File: src/rtl/mt_ds_pkg.sv
// ---------------------------------------------------------------------------
// mt_ds_pkg
// Shared definitions for the MT drive-status (MTDS) generator:
//   - bit positions of every field in the 16-bit mtDS read value
//   - the motion sequencer state type
// ---------------------------------------------------------------------------
package mt_ds_pkg;

    localparam int DS_ATA  = 15;
    localparam int DS_ERR  = 14;
    localparam int DS_PIP  = 13;
    localparam int DS_MOL  = 12;
    localparam int DS_WRL  = 11;
    localparam int DS_EOT  = 10;
    localparam int DS_ZERO = 9;
    localparam int DS_DPR  = 8;
    localparam int DS_DRY  = 7;
    localparam int DS_SSC  = 6;
    localparam int DS_PES  = 5;
    localparam int DS_SDWN = 4;
    localparam int DS_IDB  = 3;
    localparam int DS_TM   = 2;
    localparam int DS_BOT  = 1;
    localparam int DS_SLA  = 0;

    typedef enum logic [1:0] {
        IDLE = 2'd0,
        BUSY = 2'd1,
        SLOW = 2'd2
    } motion_state_t;

endpackage

File: src/rtl/mt_slv_chg.sv
// ---------------------------------------------------------------------------
// mt_slv_chg
// Per-slave attention tracker. Keeps a registered copy of the slave's
// medium-on-line line and latches a pending flag on any change of it.
// Ports:
//   clk   clock
//   rst   asynchronous active-high reset
//   clr   synchronous clear of the pending flag (wins over a coincident change)
//   in    sMOL bit of this slave
//   pend  pending slave-status-change flag
// ---------------------------------------------------------------------------
module mt_slv_chg
    import mt_ds_pkg::*;
(
    input  logic clk,
    input  logic rst,
    input  logic clr,
    input  logic in,
    output logic pend
);

    logic r_copy;
    logic r_primed;   // copy holds a real sample; suppresses a false change after reset
    logic r_pend;

    // NOTE: state flops are written with non-blocking assignments so every
    // flop samples pre-edge values, independent of statement order.
    always_ff @(posedge clk or posedge rst) begin
        if (rst) begin
            r_copy   <= 1'b0;
            r_primed <= 1'b0;
            r_pend   <= 1'b0;
        end else begin
            r_copy   <= in;
            r_primed <= 1'b1;
            if (clr) begin
                r_pend <= 1'b0;
            end else if (r_primed && (in != r_copy)) begin
                r_pend <= 1'b1;
            end
        end
    end

    assign pend = r_pend;

endmodule

File: src/rtl/mt_slave_status.sv
// ---------------------------------------------------------------------------
// mt_slave_status
// TM03-style drive status (MTDS) generator for an MT formatter serving
// NUM_SLAVES transports: motion sequencer (DRY/PIP/SDWN), per-slave
// attention (SSC/SLA), tape-mark / ID-burst latches, ATA and the
// register-modification-refused pulse.
// Ports:
//   clk, rst            clock, asynchronous active-high reset
//   mtINIT              synchronous clear of all state
//   mtCLRATA, mtDRVCLR  attention clear / drive clear pulses
//   mtGO, mtGOPOS       command accept pulse, positioning qualifier
//   mtDONE              motion-complete pulse
//   mtTMDET, mtIDBDET   tape-mark / PE ID-burst detected pulses
//   mtSEL               selected slave
//   sMOL..sDPR          per-slave transport status lines
//   mtER                error register (ERR = any bit set)
//   mtDS                16-bit drive status read value
//   mtRMR               one-clock pulse: mtGO refused while not ready
// ---------------------------------------------------------------------------
module mt_slave_status
    import mt_ds_pkg::*;
#(
    parameter int NUM_SLAVES  = 8,
    parameter int SDWN_CYCLES = 100
) (
    input  logic                          clk,
    input  logic                          rst,
    input  logic                          mtINIT,
    input  logic                          mtCLRATA,
    input  logic                          mtDRVCLR,
    input  logic                          mtGO,
    input  logic                          mtGOPOS,
    input  logic                          mtDONE,
    input  logic                          mtTMDET,
    input  logic                          mtIDBDET,
    input  logic [$clog2(NUM_SLAVES)-1:0] mtSEL,
    input  logic [NUM_SLAVES-1:0]         sMOL,
    input  logic [NUM_SLAVES-1:0]         sWRL,
    input  logic [NUM_SLAVES-1:0]         sBOT,
    input  logic [NUM_SLAVES-1:0]         sEOT,
    input  logic [NUM_SLAVES-1:0]         sPES,
    input  logic [NUM_SLAVES-1:0]         sDPR,
    input  logic [15:0]                   mtER,
    output logic [15:0]                   mtDS,
    output logic                          mtRMR
);

    localparam int                SEL_W     = $clog2(NUM_SLAVES);
    localparam int                CNT_W     = $clog2(SDWN_CYCLES + 1);
    localparam logic [CNT_W-1:0]  SDWN_LOAD = CNT_W'(SDWN_CYCLES - 1);

    // ---------------- motion sequencer ----------------
    motion_state_t     r_state, w_state_nxt;
    logic [CNT_W-1:0]  r_cnt, w_cnt_nxt;
    logic              r_pip, w_pip_nxt;
    logic              w_go_ok;      // mtGO accepted this clock
    logic              w_pos_done;   // positioning command completed

    // NOTE: every combinational output gets a default first, so no path
    // through the case leaves it unassigned and no latch is inferred.
    always_comb begin
        w_state_nxt = r_state;
        w_cnt_nxt   = r_cnt;
        w_pip_nxt   = r_pip;
        w_go_ok     = 1'b0;
        w_pos_done  = 1'b0;
        case (r_state)
            IDLE: if (mtGO) begin
                w_state_nxt = BUSY;
                w_pip_nxt   = mtGOPOS;
                w_go_ok     = 1'b1;
            end
            BUSY: if (mtDONE) begin
                w_state_nxt = SLOW;
                w_cnt_nxt   = SDWN_LOAD;
                w_pip_nxt   = 1'b0;
                w_pos_done  = r_pip;
            end
            SLOW: begin
                // Loaded with SDWN_CYCLES-1, so leaving on zero gives
                // exactly SDWN_CYCLES clocks in SLOW.
                if (r_cnt == '0) begin
                    w_state_nxt = IDLE;
                end else begin
                    w_cnt_nxt = r_cnt - CNT_W'(1);
                end
            end
            default: w_state_nxt = IDLE;
        endcase
        if (mtINIT) begin
            w_state_nxt = IDLE;
            w_cnt_nxt   = '0;
            w_pip_nxt   = 1'b0;
            w_go_ok     = 1'b0;
            w_pos_done  = 1'b0;
        end
    end

    always_ff @(posedge clk or posedge rst) begin
        if (rst) begin
            r_state <= IDLE;
            r_cnt   <= '0;
            r_pip   <= 1'b0;
        end else begin
            r_state <= w_state_nxt;
            r_cnt   <= w_cnt_nxt;
            r_pip   <= w_pip_nxt;
        end
    end

    // ---------------- per-slave attention ----------------
    logic [NUM_SLAVES-1:0] w_pend;
    logic                  w_pend_clr;

    assign w_pend_clr = mtCLRATA | mtDRVCLR | mtINIT;

    for (genvar g = 0; g < NUM_SLAVES; g++) begin : g_slv
        mt_slv_chg u_chg (
            .clk  (clk),
            .rst  (rst),
            .clr  (w_pend_clr),
            .in   (sMOL[g]),
            .pend (w_pend[g])
        );
    end

    // ---------------- latches, ATA, RMR ----------------
    logic w_err, w_ssc, w_flag_clr, w_ata_clr, w_ata_set;
    logic r_tm, r_idb, r_ata, r_last_err, r_last_ssc, r_rmr;

    assign w_err      = |mtER;
    assign w_ssc      = |w_pend;
    assign w_flag_clr = w_go_ok | mtDRVCLR | mtINIT;
    assign w_ata_clr  = mtCLRATA | mtDRVCLR | mtINIT;
    // Edge-triggered so a held ERR or SSC raises attention only once.
    assign w_ata_set  = (w_err & ~r_last_err) | (w_ssc & ~r_last_ssc) | w_pos_done;

    always_ff @(posedge clk or posedge rst) begin
        if (rst) begin
            r_tm       <= 1'b0;
            r_idb      <= 1'b0;
            r_ata      <= 1'b0;
            r_last_err <= 1'b0;
            r_last_ssc <= 1'b0;
            r_rmr      <= 1'b0;
        end else if (mtINIT) begin
            r_tm       <= 1'b0;
            r_idb      <= 1'b0;
            r_ata      <= 1'b0;
            r_last_err <= 1'b0;
            r_last_ssc <= 1'b0;
            r_rmr      <= 1'b0;
        end else begin
            r_last_err <= w_err;
            r_last_ssc <= w_ssc;
            r_rmr      <= mtGO && (r_state != IDLE);

            if (w_flag_clr)    r_tm <= 1'b0;
            else if (mtTMDET)  r_tm <= 1'b1;

            if (w_flag_clr)    r_idb <= 1'b0;
            else if (mtIDBDET) r_idb <= 1'b1;

            if (w_ata_clr)      r_ata <= 1'b0;
            else if (w_ata_set) r_ata <= 1'b1;
        end
    end

    assign mtRMR = r_rmr;

    // ---------------- status word ----------------
    logic w_mol, w_wrl, w_eot, w_bot, w_pes, w_dpr, w_sla;

    // Out-of-range mtSEL matches no slave, so all indexed bits read 0.
    always_comb begin
        w_mol = 1'b0;
        w_wrl = 1'b0;
        w_eot = 1'b0;
        w_bot = 1'b0;
        w_pes = 1'b0;
        w_dpr = 1'b0;
        w_sla = 1'b0;
        for (int i = 0; i < NUM_SLAVES; i++) begin
            if (mtSEL == SEL_W'(i)) begin
                w_mol = sMOL[i];
                w_wrl = sWRL[i];
                w_eot = sEOT[i];
                w_bot = sBOT[i];
                w_pes = sPES[i];
                w_dpr = sDPR[i];
                w_sla = w_pend[i];
            end
        end
    end

    always_comb begin
        mtDS          = '0;
        mtDS[DS_ATA]  = r_ata;
        mtDS[DS_ERR]  = w_err;
        mtDS[DS_PIP]  = r_pip;
        mtDS[DS_MOL]  = w_mol;
        mtDS[DS_WRL]  = w_wrl;
        mtDS[DS_EOT]  = w_eot;
        mtDS[DS_DPR]  = w_dpr;
        mtDS[DS_DRY]  = (r_state == IDLE);
        mtDS[DS_SSC]  = w_ssc;
        mtDS[DS_PES]  = w_pes;
        mtDS[DS_SDWN] = (r_state == SLOW);
        mtDS[DS_IDB]  = r_idb;
        mtDS[DS_TM]   = r_tm;
        mtDS[DS_BOT]  = w_bot;
        mtDS[DS_SLA]  = w_sla;
    end

endmodule

File: config.mk
export PLATFORM = sky130hd
export DESIGN_NAME = mt_slave_status
export DESIGN_NICKNAME = d
export VERILOG_FILES = /design/src/rtl/mt_ds_pkg.sv /design/src/rtl/mt_slv_chg.sv /design/src/rtl/mt_slave_status.sv
export SDC_FILE = /design/constraint.sdc
export NUM_CORES = 1
export LEC_CHECK = 0
export CORE_MARGIN = 3
export CORE_UTILIZATION = 43
export DETAILED_ROUTE_END_ITERATION = 8
export PLACE_DENSITY = 0.89
export SLEW_MARGIN = 20
export SYNTH_ARGS = -nofsm -noshare
export SYNTH_HDL_FRONTEND = slang
export SYNTH_SLANG_ARGS = --single-unit
File: constraint.sdc
create_clock -name clk -period 1.79 [get_ports clk]
set_clock_uncertainty 0.05 [all_clocks]
set_input_delay 0.2685 -clock clk [delete_from_list [all_inputs] [get_ports clk]]
set_output_delay 0.2685 -clock clk [all_outputs]
set_load 0.01 [all_outputs]
# After elaboration in Yosys (flattened, before gate mapping)
# Index checks and enable logic that the tools add are counted.
[word_totals] reg_bits=33 inputBits=77 out_inout_bits=17
[classes] n_addsub=1 eq_ne=21 n_mux=103 bitwise_logic=10 reduce_logical=31
[op_table] operator="two-way mux 1 bit" count=93
[op_table] operator="two-way mux 7 bit" count=3
[op_table] operator="nonzero test 2 bit" count=9
[op_table] operator="OR reduction 16 bit" count=1
[op_table] operator="nonzero test 3 bit" count=5
[op_table] operator="case mux 7 bit (2 select lines)" count=1
[op_table] operator="equality test 3 bit (second input constant)" count=4
[op_table] operator="logical AND 1 bit" count=9
[op_table] operator="inequality test 3 bit (second input constant)" count=3
[op_table] operator="AND reduction 3 bit" count=3
[op_table] operator="two-way mux 2 bit" count=4
[op_table] operator="inequality test 1 bit" count=8
[op_table] operator="OR reduction 8 bit" count=1
[op_table] operator="zero test 7 bit" count=1
[op_table] operator="subtractor 7 x 1 -> 7 bit (second input constant)" count=1
[op_table] operator="equality test 3 x 2 -> 1 bit (second input constant)" count=2
[op_table] operator="bitwise OR 1 bit" count=6
[op_table] operator="case mux 2 bit (3 select lines)" count=1
[op_table] operator="equality test 3 x 1 -> 1 bit (second input constant)" count=1
[op_table] operator="zero test 3 bit" count=1
[op_table] operator="inequality test 3 x 2 -> 1 bit (second input constant)" count=1
[op_table] operator="AND 1 bit" count=2
[op_table] operator="equality test 2 x 1 -> 1 bit (second input constant)" count=1
[op_table] operator="equality test 2 bit (second input constant)" count=1
[op_table] operator="other kinds (3)" count=4

# Longest topological paths before layout
# Gate-level depths: netlist of the first run.
[logic_depth] depth_word=9 depth_mapped=6 depth_no_buf=6

# Hierarchy
# From an unflattened synthesis of the first run, not the netlist that was laid out.
[hier_totals] hier_cells=215 hier_area_um2=2304.7
[modules_own_cells] mod="mt_slave_status" n_inst=1 cells_per_inst=143 area_each_um2=1443.9 seq_area_each_um2=400.4
[modules_own_cells] mod="mt_slv_chg" n_inst=8 cells_per_inst=9 area_each_um2=107.6 seq_area_each_um2=75.1

# Worst setup path before layout of the first run
# OpenSTA, ideal clock, no wires.
[synth_path] kind="in2out" startpoint="input port mtSEL[0]" endpoint="output port mtDS[5]" arrival_time_ns=1.304 t_required_ns=1.471 path_slack_ns=0.167 stages=4 path_buffers=2 cell_sequence="clkbuf_2 > mux4_2 > mux2_2 > buf_4"
[synth_via] elab_chain_cells=9
[synth_lines] item="start: declaration" line_no="mt_slave_status.sv:36" rtl="input logic [$clog2(NUM_SLAVES)-1:0] mtSEL,"
[synth_lines] item="zero test 3 bit" line_no="mt_slave_status.sv:184" rtl="if (mtSEL == SEL_W'(i)) begin"
[synth_lines] item="two-way mux 1 bit (7 in series)" line_no="mt_slave_status.sv:184"
[synth_lines] item="two-way mux 1 bit (*)" line_no="mt_slave_status.sv:184"
[synth_lines] item="end: declaration" line_no="mt_slave_status.sv:44" rtl="output logic [15:0] mtDS,"
# Mark *: on every way between the ends. The rest lies on a longest branch, timed or not.

# Worst setup path in the final report of the first run
[layout_path] startpoint="register g_slv[5].u_chg.r_pend" endpoint="output port mtDS[6]"
[layout_via] elab_chain_cells=1
[layout_lines] item="start: declaration" line_no="mt_slv_chg.sv:24" rtl="logic r_pend;"
[layout_lines] item="start signal: assignment" line_no="mt_slv_chg.sv:32" rtl="r_pend <= 1'b0;"
[layout_lines] item="start signal: assignment" line_no="mt_slv_chg.sv:37" rtl="r_pend <= 1'b0;"
[layout_lines] item="start signal: assignment" line_no="mt_slv_chg.sv:39" rtl="r_pend <= 1'b1;"
[layout_lines] item="OR reduction 8 bit" line_no="mt_slave_status.sv:132" rtl="assign w_ssc = |w_pend;"
# Every way passes these cells.

==> results of run 1 <==
[how the worst max path moves through the flow]
stage                                               start       to  slack, ps  cells past startpoint
after floorplan                                  mtSEL[0]  mtDS[5]        170                      4
after global placement                           mtSEL[0]  mtDS[5]       -680                      4
after detailed placement                         mtSEL[0]  mtDS[5]       -730                      4
after CTS                 g_slv[0].u_chg.pend$_DFFE_PP0P_  mtDS[6]        -50                      4
after global routing      g_slv[5].u_chg.pend$_DFFE_PP0P_  mtDS[6]       -110                      4
final                     g_slv[5].u_chg.pend$_DFFE_PP0P_  mtDS[6]        -50                      4
[what timing repair did]
item	CTS	global route
setup buffers	7	5
gates resized for setup	71	42
endpoints found under the setup margin	11	10
gates cloned	0	1
pin swaps	5	18
[power groups by stage]
stage	registers [W]	logic, W	clock network [W]
6_report	0.000839	0.000751	0.000712
5_1_grt	0.000844	0.000805	0.000761
4_1_cts	0.000836	0.000682	0.000721
3_5_place_dp	0.000850	0.000676	0
3_3_place_gp	0.000846	0.000650	0
2_1_floorplan	0.000834	0.000368	0
[sequential cells by signal (all words and copies together), names as in the netlist, 2 cells and up]
register	flops
g_slv.u_chg.pend	8
g_slv.u_chg.r_copy	8
r_cnt	7
r_state	2
[area by class of cell]
cell class              count  area share [%]
inverters                   9          0.9285
multi-input cells         151           35.52
flip-flops and latches     33           22.76
repair buffers            140           35.28
well taps                  67           2.304
clock buffers               7           2.373
clock inverters             1          0.8253
[stage by stage]
step | worst slack [ps] | power (W)
floorplan | 167.1 | 0.001202
global placement | -681.3 | 0.001496
detailed placement | -732.0 | 0.001526
CTS | -48.40 | 0.002239
global route | -107.6 | 0.002409
finish | -54.40 | 0.002302
[synth_stat cells (2+ instances only)]
| cell type | instances | share of area [%] |
|---|---|---|
| a211oi_1 | 2 | 0.69 |
| a21oi_1 | 11 | 2.5 |
| a22oi_1 | 5 | 1.7 |
| a2bb2oi_1 | 6 | 2.4 |
| buf_1 | 2 | 0.35 |
| buf_2 | 5 | 1.2 |
| buf_4 | 15 | 5.2 |
| buf_6 | 2 | 1.0 |
| clkbuf_1 | 2 | 0.35 |
| conb_1 | 2 | 0.35 |
| dfrtp_1 | 33 | 38 |
| ha_1 | 2 | 1.2 |
| inv_1 | 9 | 1.6 |
| mux2_2 | 6 | 3.1 |
| mux2_4 | 2 | 1.4 |
| mux2i_1 | 12 | 5.5 |
| mux4_2 | 2 | 2.1 |
| nand2_1 | 7 | 1.2 |
| nand2b_1 | 3 | 0.87 |
| nor2_1 | 20 | 3.5 |
| nor2b_1 | 8 | 2.3 |
| nor3_1 | 2 | 0.46 |
| nor3b_1 | 2 | 0.69 |
| nor4_1 | 6 | 1.7 |
| o21a_1 | 3 | 1.0 |
| o21ai_0 | 6 | 1.4 |
| o22ai_1 | 12 | 3.5 |
| o2bb2ai_1 | 3 | 1.2 |
| or4_1 | 2 | 0.69 |
| xor2_1 | 8 | 3.2 |
[metal layers]
layer  up-vias  track usage, %  part of all wire, %
met4         0           4.804                  1.8
met1      1128           27.00                   39
met5         -               0                    0
met2        78           41.38                   55
li1       1026               -                    -
met3        16           5.399                  4.5
[kinds of logic after synthesis]
group / count (synthesis) / share of synthesized area (%)
compound gates: 58 / 19.52
mux: 22 / 12.12
xor+xnor: 8 / 3.233
simple gates: 59 / 15.65
flops: 33 / 38.11
fa+ha+maj: 2 / 1.155
other cells: 2 / 0.3465
buf+inv: 36 / 9.873
[worst reg2reg max path, stage by stage (launching register included)]
cell,delay [ps]
dfrtp_1,430
inv_1,110
ha_2,230
or3b_2,480
nor4_2,160
o21ai_0,110
o21ai_0,80
[cells in the final DEF, fill, tap and decap left out, types with 5 or more instances in the layout]
cell,count
a21oi_1,11
a2bb2oi_1,5
buf_2,9
buf_4,43
buf_6,5
clkbuf_8,6
clkdlybuf4s50_1,60
dfrtp_1,31
dlygate4sd2_1,11
dlymetal6s2s_1,9
inv_1,8
mux2_4,6
mux2i_1,11
nand2_1,6
nor2_1,18
o21ai_0,6
o22ai_1,8
xor2_1,8
==> summary.md, run 1 <==
| Metric | Value |
|---|---|
| Remaining Overflow, GRT | `0` |
| Post-synthesis sequential area ratio | `38.11%` |
| Die Area | `0.005927 mm²` |
| Avg Cell Area, Syn | `9.850 µm²` |
| Setup violators final | `1` |
| Placer congestion estimate | `0.8454` |
| Max incr delay on CP | `560 ps` |
| FF/Latch Area | `828.3 µm²` |
| Vias | `2248` |
| Final worst slack | `-54.40 ps` |
| Cell count of the worst hold path | `2` |
| # rows | `25` |
| Max rail drop VDD | `0.5275 mV` |
| Clock slew at reported path FFs | `70 ps` |
| Drt drc | `0` |
| Layout Cells excl Fill | `408` |
| Comb pwr share | `32.6%` |
| CP top delay family | `simple AND/OR/NAND/NOR gates` |
| Final Max Slew Viols | `0` |
| H-tree levels | `2` |
| ANT nets after route | `0` |
| TNS Setup | `-54.40 ps` |
| Register bit count reported by yosys | `33` |
| Final Cycle Share | `103.0%` |
| Flop pwr share | `36.5%` |
| Sw Pwr | `0.0006235 W` |
| HP Class | `input port to register` |
| First drt pass iteration count | `4` |
| Worst-Skew Late Latency | `280 ps` |
| Buf/Inv on CP | `2` |
| RSZ-0062 raised after global routing | `yes` |
| CP arrival | `1530 ps` |
| Final HPWL DP | `5045 µm` |
| Ports | `94` |
| Core outline area | `0.004786 mm²` |
| Crit-path slowest cell | `or4_4` |
| Post-Route WL | `7732 µm` |
| Endpoint class of the critical path | `output pin` |
| Clk root buf | `clkbuf_8` |
| Die X | `76.99 µm` |
| Setup CP Type | `register to output pin` |
| DP Cell Count | `388` |
| CTS tree | `yes` |
| Post-synth EDFFs | `0` |
| Multi-input combinational cell area | `0.001292 mm²` |
| Maxcap violations | `0` |
| Initial core utilization | `45.28%` |
| Antenna violations before repair | `0` |
| DRT iter0 DRCs | `156` |
| Overall Global Routing Usage | `22.69%` |
| FFs w/ async S/R, synth | `100.0%` |
| Data required time of the worst path | `1470 ps` |
| Mapped cell area | `0.002167 mm²` |
| Top FF cell, synth | `dfrtp_1` |
| Total CTS buffers | `5` |
| Hold Path Origin | `sMOL[5]` |
| Per-cell routed wire length | `18.95 µm` |
| DR vias/cell | `5.510` |
| Crit path launch type | `register` |
| R2r worst-path depth | `6` |
| Pwr Density | `632.7 mW/mm²` |
| R2R Setup Slk | `70 ps` |
| Synth warn | `0` |
| Worst r2r dst | `r_cnt[4]$_DFFE_PP0P_` |
| Synth unique cells | `50` |
| Fin crit period | `1844 ps` |
| Area Growth Syn to Fin | `67.90%` |
| Syn Nets | `299` |
| CP max FO | `2` |
| Critical-path cell list | `or4_4 > nor2_4 > inv_2 > buf_6` |
| Failing checks | `setup timing` |
| Hold buffer count at cts | `0` |
| Final instance area | `0.003638 mm²` |
| R2r startpoint | `r_cnt[0]$_DFFE_PP0P_` |
| Nets | `419` |
| P_leak | `1.686 nW` |
| Port-buffer cells | `92` |
| CTS Sinks | `33` |
| Utilization after layout | `76.03%` |
| Max Freq | `0.5422 GHz` |
| Fraction of final layout cells sized beyond drive strength 1 | `33.14%` |
| Min Hold Slack | `226.6 ps` |
| Internal power | `0.001679 W` |
| Status | `finished, violations left` |
| Power share of the clock group | `30.9%` |
| DP Area | `0.003274 mm²` |
| WHS Endpoint | `g_slv[5].u_chg.r_copy$_DFF_PP0_` |
| Final hold violation count | `0` |
| Vias in the first global route | `2250` |
| Fill cells | `305` |
| CTS max path bufs | `2` |
| First-pass GRT wire length | `10940 µm` |
| Largest net degree at the start of global routing | `34` |
| Net Sw Frac | `27.08%` |
| Post-synthesis cell count | `220` |
| ANT cells | `0` |
| Die Y | `76.99 µm` |
(Power assumes the default switching activity.)
==> inputs of run 2 (changes only) <==
- CORE_UTILIZATION: 43 -> 44
- PLACE_DENSITY: 0.89 -> 0.9
- SYNTH_HIERARCHICAL: default -> 1
==> run 2 against run 1 <==
The run still ends with setup timing left. Highest routed layer unchanged. Critical endpoint unchanged. Via count down 5.1%. Fmax down 0.77%. Worst hold slack better by 15 ps.
==> summary.md, run 2 <==
| Metric | Value |
|---|---|
| Synth top area share | `43.43% (+5.3 points)` |
| CTS max path bufs | `2 (unchanged)` |
| Die X | `78.38 µm (+1.8%)` |
| Data required time of the worst path | `1470 ps (about the same)` |
| Avg Cell Area, Syn | `10.72 µm² (+8.8%)` |
| Maxcap violations | `0 (unchanged)` |
| Max Freq | `0.5380 GHz (-0.77%)` |
| Fraction of final layout cells sized beyond drive strength 1 | `26.28% (-6.9 points)` |
| Final worst slack | `-68.66 ps (-14.26 ps)` |
| H-tree levels | `2 (unchanged)` |
| Mux cell area share after synthesis | `15.53% (+3.4 points)` |
| Hold buffer count at cts | `0 (unchanged)` |
| XOR/XNOR share of the synthesized area | `3.420% (+0.19 points)` |
| Per-cell routed wire length | `17.74 µm (-6.4%)` |
| CTS tree | `yes` |
| Nets | `409 (-2.4%)` |
| Most Used Layer, Global Route | `met2` |
| Layout Cells excl Fill | `400 (-2.0%)` |
| Initial core utilization | `47.23% (+1.9 points)` |
| Failing checks | `setup timing` |
| GR Util met1 | `27.89% (+0.88 points)` |
| Mapped cell area | `0.002305 mm² (+6.4%)` |
| Synth warn | `6 (+6)` |
| Clk root buf | `clkbuf_8` |
| Overall Global Routing Usage | `22.95% (+0.27 points)` |
| CP max FO | `2 (unchanged)` |
| Endpoint class of the critical path | `output pin` |
| # rows | `25 (unchanged)` |
| Most frequent cell after synthesis | `dfrtp_1` |
| Vias in the first global route | `2237 (-0.58%)` |
| Main combinational cell family by area after synthesis | `multiplexers` |
| Antenna violations before repair | `1 (+1)` |
| Crit path launch type | `register` |
| Clock slew at reported path FFs | `80 ps (about the same)` |
| Vias | `2134 (-5.1%)` |
| Synth Area in Adders | `1.086% (-0.069 points)` |
| Area Growth Syn to Fin | `55.59%` |
| Worst-Skew Late Latency | `290 ps (about the same)` |
| GR Layer Usage met2 | `40.33% (-1.1 points)` |
| Drt drc | `0 (unchanged)` |
| Fin crit period | `1859 ps (+14.26 ps)` |
| P_leak | `1.647 nW (-2.3%)` |
| FFs w/ async S/R, synth | `100.0% (unchanged)` |
| Final Max Slew Viols | `0 (unchanged)` |
| Utilization after layout | `73.49% (-2.5 points)` |
| Max rail drop VDD | `0.4372 mV (-17%)` |
| Post-Route WL | `7096 µm (-8.2%)` |
| Ports | `94 (unchanged)` |
| Synth unique cells | `39 (-22%)` |
| DRT iter0 DRCs | `168 (+7.7%)` |
| First-pass GRT wire length | `10790 µm (-1.4%)` |
| Die Area | `0.006143 mm² (+3.6%)` |
| Synth Area in Compound Gates | `12.27% (-7.2 points)` |
| Post-synthesis cell count | `215 (-2.3%)` |
| Port-buffer cells | `92 (unchanged)` |
| Most frequent cells in the layout | `51 x dlygate4sd2_1, 38 x dfrtp_1, 31 x buf_4` |
| HP Class | `input port to register` |
| CTS Sinks | `40 (+21%)` |
| Final Cycle Share | `103.8% (+0.80 points)` |
| Commonest non-fill, non-tap cell in the layout | `dlygate4sd2_1` |
| Status | `finished, violations left` |
| DP Cell Count | `381 (-1.8%)` |
| Setup violators final | `2 (+1)` |
| Post-synth top cells | `40 x dfrtp_1, 25 x inv_1, 15 x buf_4, 12 x mux4_2, 12 x o22ai_1` |
| Placer congestion estimate | `0.8260 (-2.3%)` |
| Post-synthesis sequential area ratio | `43.43% (+5.3 points)` |
| Core outline area | `0.004880 mm² (+2.0%)` |
| Final hold violation count | `0 (unchanged)` |
| Die Y | `78.38 µm (+1.8%)` |
| Remaining Overflow, GRT | `0 (unchanged)` |
| Largest net degree at the start of global routing | `18 (-47%)` |
| Simple-Gate Fraction of Synth Area | `12.32% (-3.3 points)` |
| First drt pass iteration count | `4 (unchanged)` |
| Ranking of synthesized cells by area | `dfrtp_1 43%, mux4_2 12%, buf_4 4.9%, inv_1 4.1%, o22ai_1 3.3%` |
| Post-synth top area cell | `dfrtp_1` |
| CP arrival | `1540 ps (about the same)` |
| DR vias/cell | `5.335 (-3.2%)` |
| Top FF cell, synth | `dfrtp_1` |
| Fill cells | `357 (+17%)` |
| Pwr Density | `644.6 mW/mm² (+1.9%)` |
| Met3 Track Usage GR | `4.128% (-1.3 points)` |
| Syn Nets | `294 (-1.7%)` |
| Total CTS buffers | `5 (unchanged)` |
| Setup CP Type | `register to output pin` |
| ANT nets after route | `0 (unchanged)` |
| RSZ-0062 raised after global routing | `yes` |
| Register bit count reported by yosys | `40 (+21%)` |
| Post-synth EDFFs | `0 (unchanged)` |
| Final HPWL DP | `4951 µm (-1.9%)` |
[run 2: worst paths after layout]
check / startpoint / to / slack, ps / cells past startpoint
hold reg to reg: r_idb$_DFFE_PP0P_ / r_idb$_DFFE_PP0P_ / 440 / 1
min in group asynchronous: rst / g_slv[5].u_chg/pend$_DFFE_PP0P_ / 360 / 2
max in group asynchronous: rst / r_state[0]$_DFFE_PP0P_ / 960 / 3
setup reg to reg: g_slv[4].u_chg/pend$_DFFE_PP0P_ / r_ata$_DFFE_PP0P_ / 30 / 7
setup / recovery: g_slv[4].u_chg/pend$_DFFE_PP0P_ / mtDS[6] / -70 / 4
hold / removal: sMOL[2] / g_slv[2].u_chg/r_copy$_DFF_PP0_ / 240 / 1
[run 2: worst max-delay path, cell delays in order (launching register included)]
cell and delay (ps):
dfrtp_1 410, or4_4 540, nor2_4 140, inv_2 50, buf_6 110
[run 2: what timing repair did]
action                                 4_1_cts  5_1_grt
endpoints found under the hold margin        0        0
cloned                                       2        0
buffers inserted                             5        2
resized for setup                          119        4
setup endpoints to repair                   11        7
pin swaps                                    5        4
[run 2: logic make-up after synthesis]
kind of cell / after synthesis
and+or+nand+nor: 48
buffers and inverters: 45
AOI/OAI and AO/OA: 42
DFF: 40
muxes: 20
other: 9
xor gates and xnor gates: 9
adders and majority gates: 2
[run 2: metrics by stage]
step / setup WS (ps) / instance area [µm²] / TNS [ps] / hold WS, ps / total power (W)
final: -68.66 / 3586 / -129.9 / 241.2 / 0.002311
after floorplan: 34.97 / 2305 / 0 / -27.86 / 0.001347
after detailed placement: -762.5 / 3390 / -5607 / 430.8 / 0.001657
after CTS: -58.71 / 3560 / -58.71 / 240.9 / 0.002283
after global placement: -733.7 / 3390 / -5370 / 424.6 / 0.001629
after global routing: -152.2 / 3583 / -265.2 / 251.9 / 0.002414
[run 2: report_power, final]
| group | internal, W | switching, W | total, W | leakage (nW) |
|---|---|---|---|---|
| Clock | 0.000308 | 0.000317 | 0.000625 | 0.0510 |
| Sequential | 0.000957 | 0.0000464 | 0.00100 | 0.504 |
| Combinational | 0.000400 | 0.000282 | 0.000682 | 1.09 |
| Total | 0.00167 | 0.000646 | 0.00231 | 1.65 |
[run 2: area by class of cell]
type,count,area [µm²],area share (%)
clock inverters,2,10.01,0.2791
well taps,67,83.83,2.338
multi-input cells,130,1117,31.16
inverters,25,93.84,2.617
diodes,2,5.005,0.1396
clock buffers,6,82.58,2.303
flip-flops and latches,40,1003,27.98
repair buffers,128,1190,33.18
[run 2: metal layers]
layer | up-vias | wire length [µm]
li1 | 959 | -
met3 | 22 | 347
met2 | 97 | 3763
met5 | - | 0
met1 | 1056 | 2778
met4 | 0 | 208
